[src/rtl/dual_port_arb.sv]
// Round-robin arbiter sharing RAM port A between NREQ requesters.
// It adds byte-enable writes by doing an internal read-modify-write and returns tagged read data.
module dual_port_arb #(
    parameter int NREQ = 4,
    parameter int AW   = 5,
    parameter int DW   = 32
) (
    input  logic                 clock,
    input  logic                 reset,
    input  logic [NREQ-1:0]      req,
    input  logic [NREQ-1:0]      we,
    input  logic [NREQ*AW-1:0]   addr,
    input  logic [NREQ*DW-1:0]   wdata,
    input  logic [NREQ*4-1:0]    be,
    output logic [NREQ-1:0]      ack,
    output logic [NREQ-1:0]      rvalid,
    output logic [DW-1:0]        rdata,
    output logic [AW-1:0]        ram_addr,
    output logic [DW-1:0]        ram_data,
    output logic                 ram_wren,
    input  logic [DW-1:0]        ram_q
);

    localparam int IW = (NREQ > 1) ? $clog2(NREQ) : 1;

    typedef enum logic [1:0] {IDLE, WR, RD, RDQ} state_t;

    state_t          state, state_d;
    logic [IW-1:0]   ptr, ptr_d;
    logic [IW-1:0]   cur_idx, cur_idx_d;
    logic            cur_we, cur_we_d;
    logic [DW-1:0]   cur_wdata, cur_wdata_d;
    logic [3:0]      cur_be, cur_be_d;

    logic [NREQ-1:0] ack_d, rvalid_d;
    logic [DW-1:0]   rdata_d, ram_data_d;
    logic [AW-1:0]   ram_addr_d;
    logic            ram_wren_d;

    logic [AW-1:0]   addr_a  [NREQ];
    logic [DW-1:0]   wdata_a [NREQ];
    logic [3:0]      be_a    [NREQ];

    logic [IW-1:0]   win;
    logic [IW:0]     cand;
    logic            found;
    logic [DW-1:0]   merged;

    for (genvar g = 0; g < NREQ; g++) begin : g_split
        assign addr_a[g]  = addr[g*AW +: AW];
        assign wdata_a[g] = wdata[g*DW +: DW];
        assign be_a[g]    = be[g*4 +: 4];
    end

    // Search starts at the pointer and wraps, so the first hit is the round-robin winner.
    always_comb begin
        found = 1'b0;
        win   = ptr;
        cand  = '0;
        for (int i = 0; i < NREQ; i++) begin
            cand = {1'b0, ptr} + (IW+1)'(i);
            if (cand >= (IW+1)'(NREQ)) cand = cand - (IW+1)'(NREQ);
            if (!found && req[cand[IW-1:0]]) begin
                found = 1'b1;
                win   = cand[IW-1:0];
            end
        end
    end

    always_comb begin
        merged = ram_q;
        for (int k = 0; k < 4; k++) begin
            if (cur_be[k]) merged[8*k +: 8] = cur_wdata[8*k +: 8];
        end
    end

    always_comb begin
        // NOTE: every value driven here gets a default first, so no latch can be inferred.
        state_d     = state;
        ptr_d       = ptr;
        cur_idx_d   = cur_idx;
        cur_we_d    = cur_we;
        cur_wdata_d = cur_wdata;
        cur_be_d    = cur_be;
        ack_d       = '0;
        rvalid_d    = '0;
        rdata_d     = rdata;
        ram_addr_d  = ram_addr;
        ram_data_d  = ram_data;
        ram_wren_d  = 1'b0;

        unique case (state)
            IDLE: begin
                if (found) begin
                    cur_idx_d   = win;
                    cur_we_d    = we[win];
                    cur_wdata_d = wdata_a[win];
                    cur_be_d    = be_a[win];
                    ptr_d       = (win == IW'(NREQ-1)) ? '0 : win + 1'b1;
                    ack_d[win]  = 1'b1;
                    ram_addr_d  = addr_a[win];
                    if (we[win] && be_a[win] == 4'hF) begin
                        ram_data_d = wdata_a[win];
                        ram_wren_d = 1'b1;
                        state_d    = WR;
                    end else if (we[win] && be_a[win] == 4'h0) begin
                        state_d = WR;
                    end else begin
                        state_d = RD;
                    end
                end
            end
            WR:  state_d = IDLE;
            RD:  state_d = RDQ;
            RDQ: begin
                // A write that reached RDQ is partial: merge and write back.
                if (cur_we) begin
                    ram_data_d = merged;
                    ram_wren_d = 1'b1;
                    state_d    = WR;
                end else begin
                    rdata_d           = ram_q;
                    rvalid_d[cur_idx] = 1'b1;
                    state_d           = IDLE;
                end
            end
            default: state_d = IDLE;
        endcase
    end

    always_ff @(posedge clock or posedge reset) begin
        if (reset) begin
            state     <= IDLE;
            ptr       <= '0;
            cur_idx   <= '0;
            cur_we    <= 1'b0;
            cur_wdata <= '0;
            cur_be    <= '0;
            ack       <= '0;
            rvalid    <= '0;
            rdata     <= '0;
            ram_addr  <= '0;
            ram_data  <= '0;
            ram_wren  <= 1'b0;
        end else begin
            // NOTE: non-blocking so every register updates from the same pre-edge values.
            state     <= state_d;
            ptr       <= ptr_d;
            cur_idx   <= cur_idx_d;
            cur_we    <= cur_we_d;
            cur_wdata <= cur_wdata_d;
            cur_be    <= cur_be_d;
            ack       <= ack_d;
            rvalid    <= rvalid_d;
            rdata     <= rdata_d;
            ram_addr  <= ram_addr_d;
            ram_data  <= ram_data_d;
            ram_wren  <= ram_wren_d;
        end
    end

endmodule

[config.mk]
export PLATFORM = sky130hd
export DESIGN_NAME = dual_port_arb
export DESIGN_NICKNAME = d
export VERILOG_FILES = /design/src/rtl/dual_port_arb.sv
export SDC_FILE = /design/constraint.sdc
export NUM_CORES = 1
export LEC_CHECK = 0
export ABC_AREA = 1
export BUFFER_PORTS_ARGS = -buffer_cell sky130_fd_sc_hd__buf_2
export CAP_MARGIN = 5
export CORE_MARGIN = 3
export CORE_UTILIZATION = 44
export DETAILED_ROUTE_END_ITERATION = 12
export PLACE_DENSITY_LB_ADDON = 0.05
export SYNTH_ARGS = -nofsm -noshare
export SYNTH_HDL_FRONTEND = slang
export SYNTH_SLANG_ARGS = --single-unit
[constraint.sdc]
create_clock -name clock -period 4.2 [get_ports clock]
set_clock_uncertainty 0.1 [all_clocks]
set_input_delay 0.84 -clock clock [delete_from_list [all_inputs] [get_ports clock]]
set_output_delay 0.84 -clock clock [all_outputs]
set_load 0.01 [all_outputs]
==> results_dict.tcl, run 1 <==
set metrics [dict create \
    outcome "finished, final reports clean" \
    clk_pin_slew_ps 60 \
    worstReg2RegEnd "ram_data[3]" \
    fp.dieW_microns 132 \
    slew_headroom_pct 48.8 \
    arrival_ps 3890 \
    setup.worst_path.start_class "flop" \
    drive_gt1_share_pct 28.7 \
    layout_common_cells "396 x nand2_1, 283 x buf_2, 121 x dfrtp_1" \
    peakVddDrop_mv 1.04 \
    worstMarginPinSlew_ps 767 \
    area_growth_pct 29.4 \
    cts.sinks 121 \
    cp_common_cell "nand2_1" \
    syn_nets 1202 \
    gp_congestion 0.858 \
    cpPeakStageDelay_ps 630 \
    dieArea_sq_mm 0.0175 \
    start_util_pct 45.6 \
    cp_max_fo 33 \
    rsz0062_at_grt "false" \
    fillers 1522 \
    cts_resized 0 \
    chipHeight_microns 132 \
    path_cells "inv_2, nand2_1, nand2_2, o21ai_2, nand4_4, nand3_1, nand2_2, nand2_1, nand2_1, nor2_2, nand3_2, nand2_4, nand2_4, nand2_1, nand2_1" \
    overflow 0 \
    hold_buffers 0 \
    min_path_type "reg -> reg" \
    postLayoutCellArea_sq_mm 0.00907 \
    grt_pass1_vias 6820 \
    criticalPathCategory "reg -> reg" \
    p_per_area_mw_per_mm2 1050 \
    num_rows 45 \
    cp.required_ps 4400 \
    cts.path.max_buffers 2 \
    drc 0 \
    syn_area_sq_mm 0.00701 \
    port_buffers 283 \
    yosys_warnings 0 \
    grt_pass1_wl_microns 34500 \
    leakagePower_nw 4.99 \
    fin_cells 1465 \
    timing.rr.start "ptr[0]" \
    critPathLaunch "ptr[0]" \
    grt_max_degree 62 \
    htree_num_levels 4 \
    cts_tree "done" \
    fin_crit_ps 3700 \
    hold_viol 0 \
    core_sq_mm 0.0154 \
    place_area_sq_mm 0.00850 \
    grtUsageTotal_pct 24.1 \
    drt-pass1-iter-count 5 \
    synth.avg_cell_area_sq_um 7.10 \
    max_freq_mhz 271 \
    crit_path_end_kind "flop" \
    routed_wirelength_microns 21400 \
    cts_made_buffers 17 \
    vias 7264 \
    io_pins 284 \
    ys_ff_latch 121 \
    seq_area_frac_synth_pct 43.2 \
    fin_setup_tns_ps 0 \
    dp_hpwl_microns 15700 \
    period_share_pct 88.0 \
    synthCells 988 \
    multiInputGateArea_sq_mm 0.00346 \
    wl_per_cell_microns 14.6 \
    ant_nets 0 \
    slew_viol_final 0 \
    via_per_inst 4.96 \
    nets 1454 \
    slowest_stage "dfrtp_1" \
    cap_violations 0 \
    r2r_setup_slack_ps 500 \
    drt_iter0_markers 436 \
    final_common_cell "nand2_1" \
    setup_viol_count_final 0 \
    post_cts_buffers 0 \
    clockRootBuffer "clkbuf_16" \
    dp_cells 1432 \
    clkLatencyLatePin_ps 410 \
    worstSetupEndpoint "ram_data[3]" \
    antenna_found_initial 1 \
    synth_cell_types 35 \
    seq_area_sq_mm 0.00303 \
    reg2reg_depth 15 \
]
worst min path at each step:
stage,to,from,depth (start not counted)
2_1_floorplan,rvalid[2],cur_idx[0],1
3_3_place_gp,rvalid[2],cur_idx[0],1
3_5_place_dp,rvalid[2],cur_idx[0],1
4_1_cts,rvalid[2],cur_idx[0],1
5_1_grt,ram_data[23],ram_data[23],2
6_report,rvalid[2],cur_idx[0],1
area by class of cell:
type / count / share of cell area, %
multi-input cells: 746 / 38.2
flip-flops and latches: 121 / 33.4
repair buffers: 295 / 16.7
clock buffers: 21 / 5.19
well taps: 211 / 2.91
inverters: 59 / 2.50
clock inverters: 11 / 1.08
diodes: 1 / 0.0276
through the flow:
stage	hold WS, ps	utilization [%]	total power (W)	worst slack (ps)
6_report	363	59.0	0.00956	504
5_1_grt	384	59.0	0.0105	110
4_1_cts	357	59.0	0.00963	502
3_5_place_dp	347	55.3	0.00820	459
3_3_place_gp	348	55.3	0.00812	525
2_1_floorplan	333	-	0.00663	45.8
kinds of logic after synthesis:
logic type	Yosys count	synth area share [%]
AO/OA/AOI/OAI	145	11.3
adder cells (fa/ha/maj)	8	1.43
buffers and inverters	121	7.58
flip-flops	121	43.2
multiplexers	8	1.28
AND/OR/NAND/NOR	585	35.2
synth_stat cells:
cell type / number / share of area [%]
nand4_4: 1 / 0.30
o21bai_1: 1 / 0.11
nor2_1: 48 / 2.6
nand3_2: 1 / 0.14
buf_1: 7 / 0.37
nor3_1: 4 / 0.29
buf_4: 6 / 0.64
and2_1: 1 / 0.089
nand3b_1: 6 / 0.64
nand2_2: 3 / 0.27
o21ai_1: 1 / 0.071
mux2_2: 8 / 1.3
a311oi_1: 4 / 0.50
nor2_2: 2 / 0.18
buf_6: 5 / 0.80
a31oi_1: 1 / 0.089
o21ai_2: 1 / 0.12
inv_4: 1 / 0.089
a21oi_1: 7 / 0.50
o21ai_0: 96 / 6.9
o22ai_1: 32 / 2.9
a22o_1: 1 / 0.12
nor2_8: 1 / 0.29
buf_2: 12 / 0.86
nand4_1: 2 / 0.18
ha_1: 8 / 1.4
nand3_1: 112 / 8.0
clkbuf_1: 32 / 1.7
inv_2: 5 / 0.27
dfrtp_1: 121 / 43
inv_1: 53 / 2.8
nand2_1: 399 / 21
nand3_4: 1 / 0.25
nand2_4: 4 / 0.64
o211ai_1: 1 / 0.11
worst max-delay path, delay by kind of cell, from the launching register on:
family | cells | cell delay (ps)
compound gates | 1 | 310
buf+inv | 1 | 200
flops | 1 | 630
simple gates | 13 | 2310
routing by layer:
metal	global-route usage [%]	vias to the layer above	wire, microns
met4	7.33	0	329
met5	0	-	0
met3	5.42	19	1240
met2	39.5	212	10000
met1	32.2	3315	9770
li1	-	3718	-
state kept, by name, summed over array words and instances (netlist names), 2 cells and up:
name       count
ram_addr       5
cur_be         4
cur_idx        2
ack            4
rdata         32
rvalid         4
state          2
ptr            2
cur_wdata     32
ram_data      32
report_power, final:
group / switching, W / leakage (nW) / internal, W
registers: 0.000373 / 1.48 / 0.00179
logic: 0.00405 / 3.24 / 0.00195
clock network: 0.000532 / 0.271 / 0.000857
(Power assumes the default switching activity.)
==> run 2: changes to the inputs <==
--- a/config.mk
+++ b/config.mk
@@ -9,9 +9,10 @@
 export BUFFER_PORTS_ARGS = -buffer_cell sky130_fd_sc_hd__buf_2
 export CAP_MARGIN = 5
 export CORE_MARGIN = 3
-export CORE_UTILIZATION = 44
+export CORE_UTILIZATION = 49
 export DETAILED_ROUTE_END_ITERATION = 12
 export PLACE_DENSITY_LB_ADDON = 0.05
+export REMOVE_ABC_BUFFERS = 1
 export SYNTH_ARGS = -nofsm -noshare
 export SYNTH_HDL_FRONTEND = slang
 export SYNTH_SLANG_ARGS = --single-unit
==> constraint.sdc (replaced) <==
create_clock -name clock -period 3.5 [get_ports clock]
set_clock_uncertainty 0.1 [all_clocks]
set_input_delay 0.7 -clock clock [delete_from_list [all_inputs] [get_ports clock]]
set_output_delay 0.7 -clock clock [all_outputs]
set_load 0.01 [all_outputs]
==> run 2 against run 1 <==
  * Design area about the same
  * Sequential power up 18%
  * Hold slack worse by 190 ps
  * Global-route usage up 2.6 points
  * Sequential share of layout area about the same
  * First-iteration DRC count down 4.8%
  * Die area down 9.8%
  * Via count up 1.8%
  * Critical endpoint is now ram_data[17]
  * Count of clock-buffer cells in the layout up 1
==> results_dict.tcl, run 2 (synthesis results as in run 1) <==
set metrics [dict create \
    peakVddDrop_mv 0.905 \
    port_buffers 283 \
    path_cells "inv_4, nand2_1, nand2_2, nand2_1, nand2_2, nor2_8, nand3_4, nand2_4, nand2_4, inv_2, nand2_1, nand3_1, nand2_1, nor2_2, nand3_2, nand2_4, nand2_4, nand2_1, nand2_1" \
    crit_family "simple AND/OR/NAND/NOR gates" \
    routed_wirelength_microns 21000 \
    grtUsageTotal_pct 26.8 \
    overflow 0 \
    grt_pass1_wl_microns 34400 \
    chipHeight_microns 126 \
    io_pins 284 \
    slowest_stage "dfrtp_1" \
    final_common_cell "nand2_1" \
    outcome "finished, final reports clean" \
    dp_cells 1407 \
    cts_made_buffers 17 \
    drc 0 \
    clkLatencyLatePin_ps 420 \
    cts.sinks 121 \
    grt_pass1_vias 6970 \
    area_growth_pct 29.4 \
    cp_max_fo 32 \
    htree_num_levels 4 \
    fin_util_pct 65.1 \
    wl_per_cell_microns 14.6 \
    place_area_sq_mm 0.00852 \
    setup.worst_path.start_class "flop" \
    cap_violations 0 \
    fin_ws_ps 381 \
    antenna_found_initial 1 \
    period_share_pct 89.1 \
    slew_viol_final 0 \
    ant_nets 0 \
    grt_max_degree 67 \
    cts_resized 0 \
    drive_gt1_share_pct 28.7 \
    min_path_type "in -> async" \
    cts_tree "done" \
    cpPeakStageDelay_ps 550 \
    hold_buffers 0 \
    num_rows 43 \
    crit_path_end_kind "flop" \
    cts.path.max_buffers 2 \
    vias 7393 \
    gp_congestion 0.939 \
    start_util_pct 50.3 \
    fin_crit_ps 3120 \
    worstMarginPinSlew_ps 566 \
    p_per_area_mw_per_mm2 1270 \
    path_buf_inv 2 \
    arrival_ps 3320 \
    leakagePower_nw 5.03 \
    post_cts_buffers 0 \
    setup_viol_count_final 0 \
    fillers 1338 \
    clk_pin_slew_ps 50 \
    cp.required_ps 3700 \
    layout_common_cells "396 x nand2_1, 283 x buf_2, 121 x dfrtp_1" \
    rsz0062_at_grt "false" \
    clockRootBuffer "clkbuf_16" \
    slew_headroom_pct 62.3 \
    postLayoutCellArea_sq_mm 0.00907 \
    core_sq_mm 0.0139 \
    hold_viol 0 \
    drt_iter0_markers 415 \
    nets 1460 \
    fin_setup_tns_ps 0 \
    fp.dieW_microns 126 \
    dp_hpwl_microns 15300 \
    criticalPathCategory "reg -> reg" \
    dieArea_sq_mm 0.0158 \
    fin_cells 1439 \
    largestRegisters "cur_wdata (32), ram_data (32), rdata (32)" \
    pre_cts_ws_ps 279 \
    cp_common_cell "nand2_1" \
    drt-pass1-iter-count 5 \
    max_freq_mhz 321 \
    timing.rr.start "ptr[1]" \
    via_per_inst 5.14 \
    critPathLaunch "ptr[1]" \
]
-- run 2: changes by cell type in the layout (fill, tap and decap cells not counted) --
| cell | before | now |
|---|---|---|
| clkbuf_1 | 1 | 4 |
| buf_12 | 1 | 2 |
| inv_6 | 0 | 1 |
| clkbuf_8 | 3 | 1 |
| bufinv_16 | 1 | 2 |
| clkinv_4 | 2 | 0 |
| clkinv_2 | 4 | 6 |
| clkinvlp_4 | 4 | 0 |
| buf_4 | 11 | 16 |
-- run 2: final timing paths --
kind / to / cells after the start / slack [ps]
max in group asynchronous: ram_data[7] / 3 / 2300
worst max register to register: ram_data[17] / 19 / 380
worst min-delay path: rdata[22] / 2 / 170
worst min register to register: rvalid[2] / 1 / 350
min in group clock: rvalid[2] / 1 / 350
worst max-delay path: ram_data[17] / 19 / 380
-- run 2: area by class of cell --
class	instances	area [sq um]	area share, %
flip-flops and latches	121	3030	33.4
inverters	59	226	2.50
diodes	1	2.50	0.0276
repair buffers	301	1580	17.4
multi-input cells	746	3460	38.2
well taps	180	225	2.48
clock inverters	9	98.8	1.09
clock buffers	22	454	5.01
-- run 2: worst reg2reg max path, delay by kind of cell (launching register included) --
kind	cells	cell delay (ps)
and+or+nand+nor	17	2070
DFF	1	550
buffers and inverters	2	300
-- run 2: per-stage QoR --
step | power [W] | hold WS [ps]
global placement | 0.00977 | 349
global route | 0.0128 | 190
finish | 0.0115 | 174
floorplan | 0.00749 | 333
detailed placement | 0.00992 | 345
CTS | 0.0116 | 179
-- run 2: routing by layer --
layer | share of wire (%) | global-route usage (%)
met5 | 0 | 0
met4 | 1.8 | 8.42
met3 | 5.6 | 5.89
met2 | 48 | 43.7
met1 | 45 | 35.8
-- run 2: power by group --
| part | switching, W | leakage [nW] | internal (W) |
|---|---|---|---|
| logic | 0.00487 | 3.27 | 0.00243 |
| registers | 0.000420 | 1.48 | 0.00215 |
| clock network | 0.000603 | 0.278 | 0.00105 |
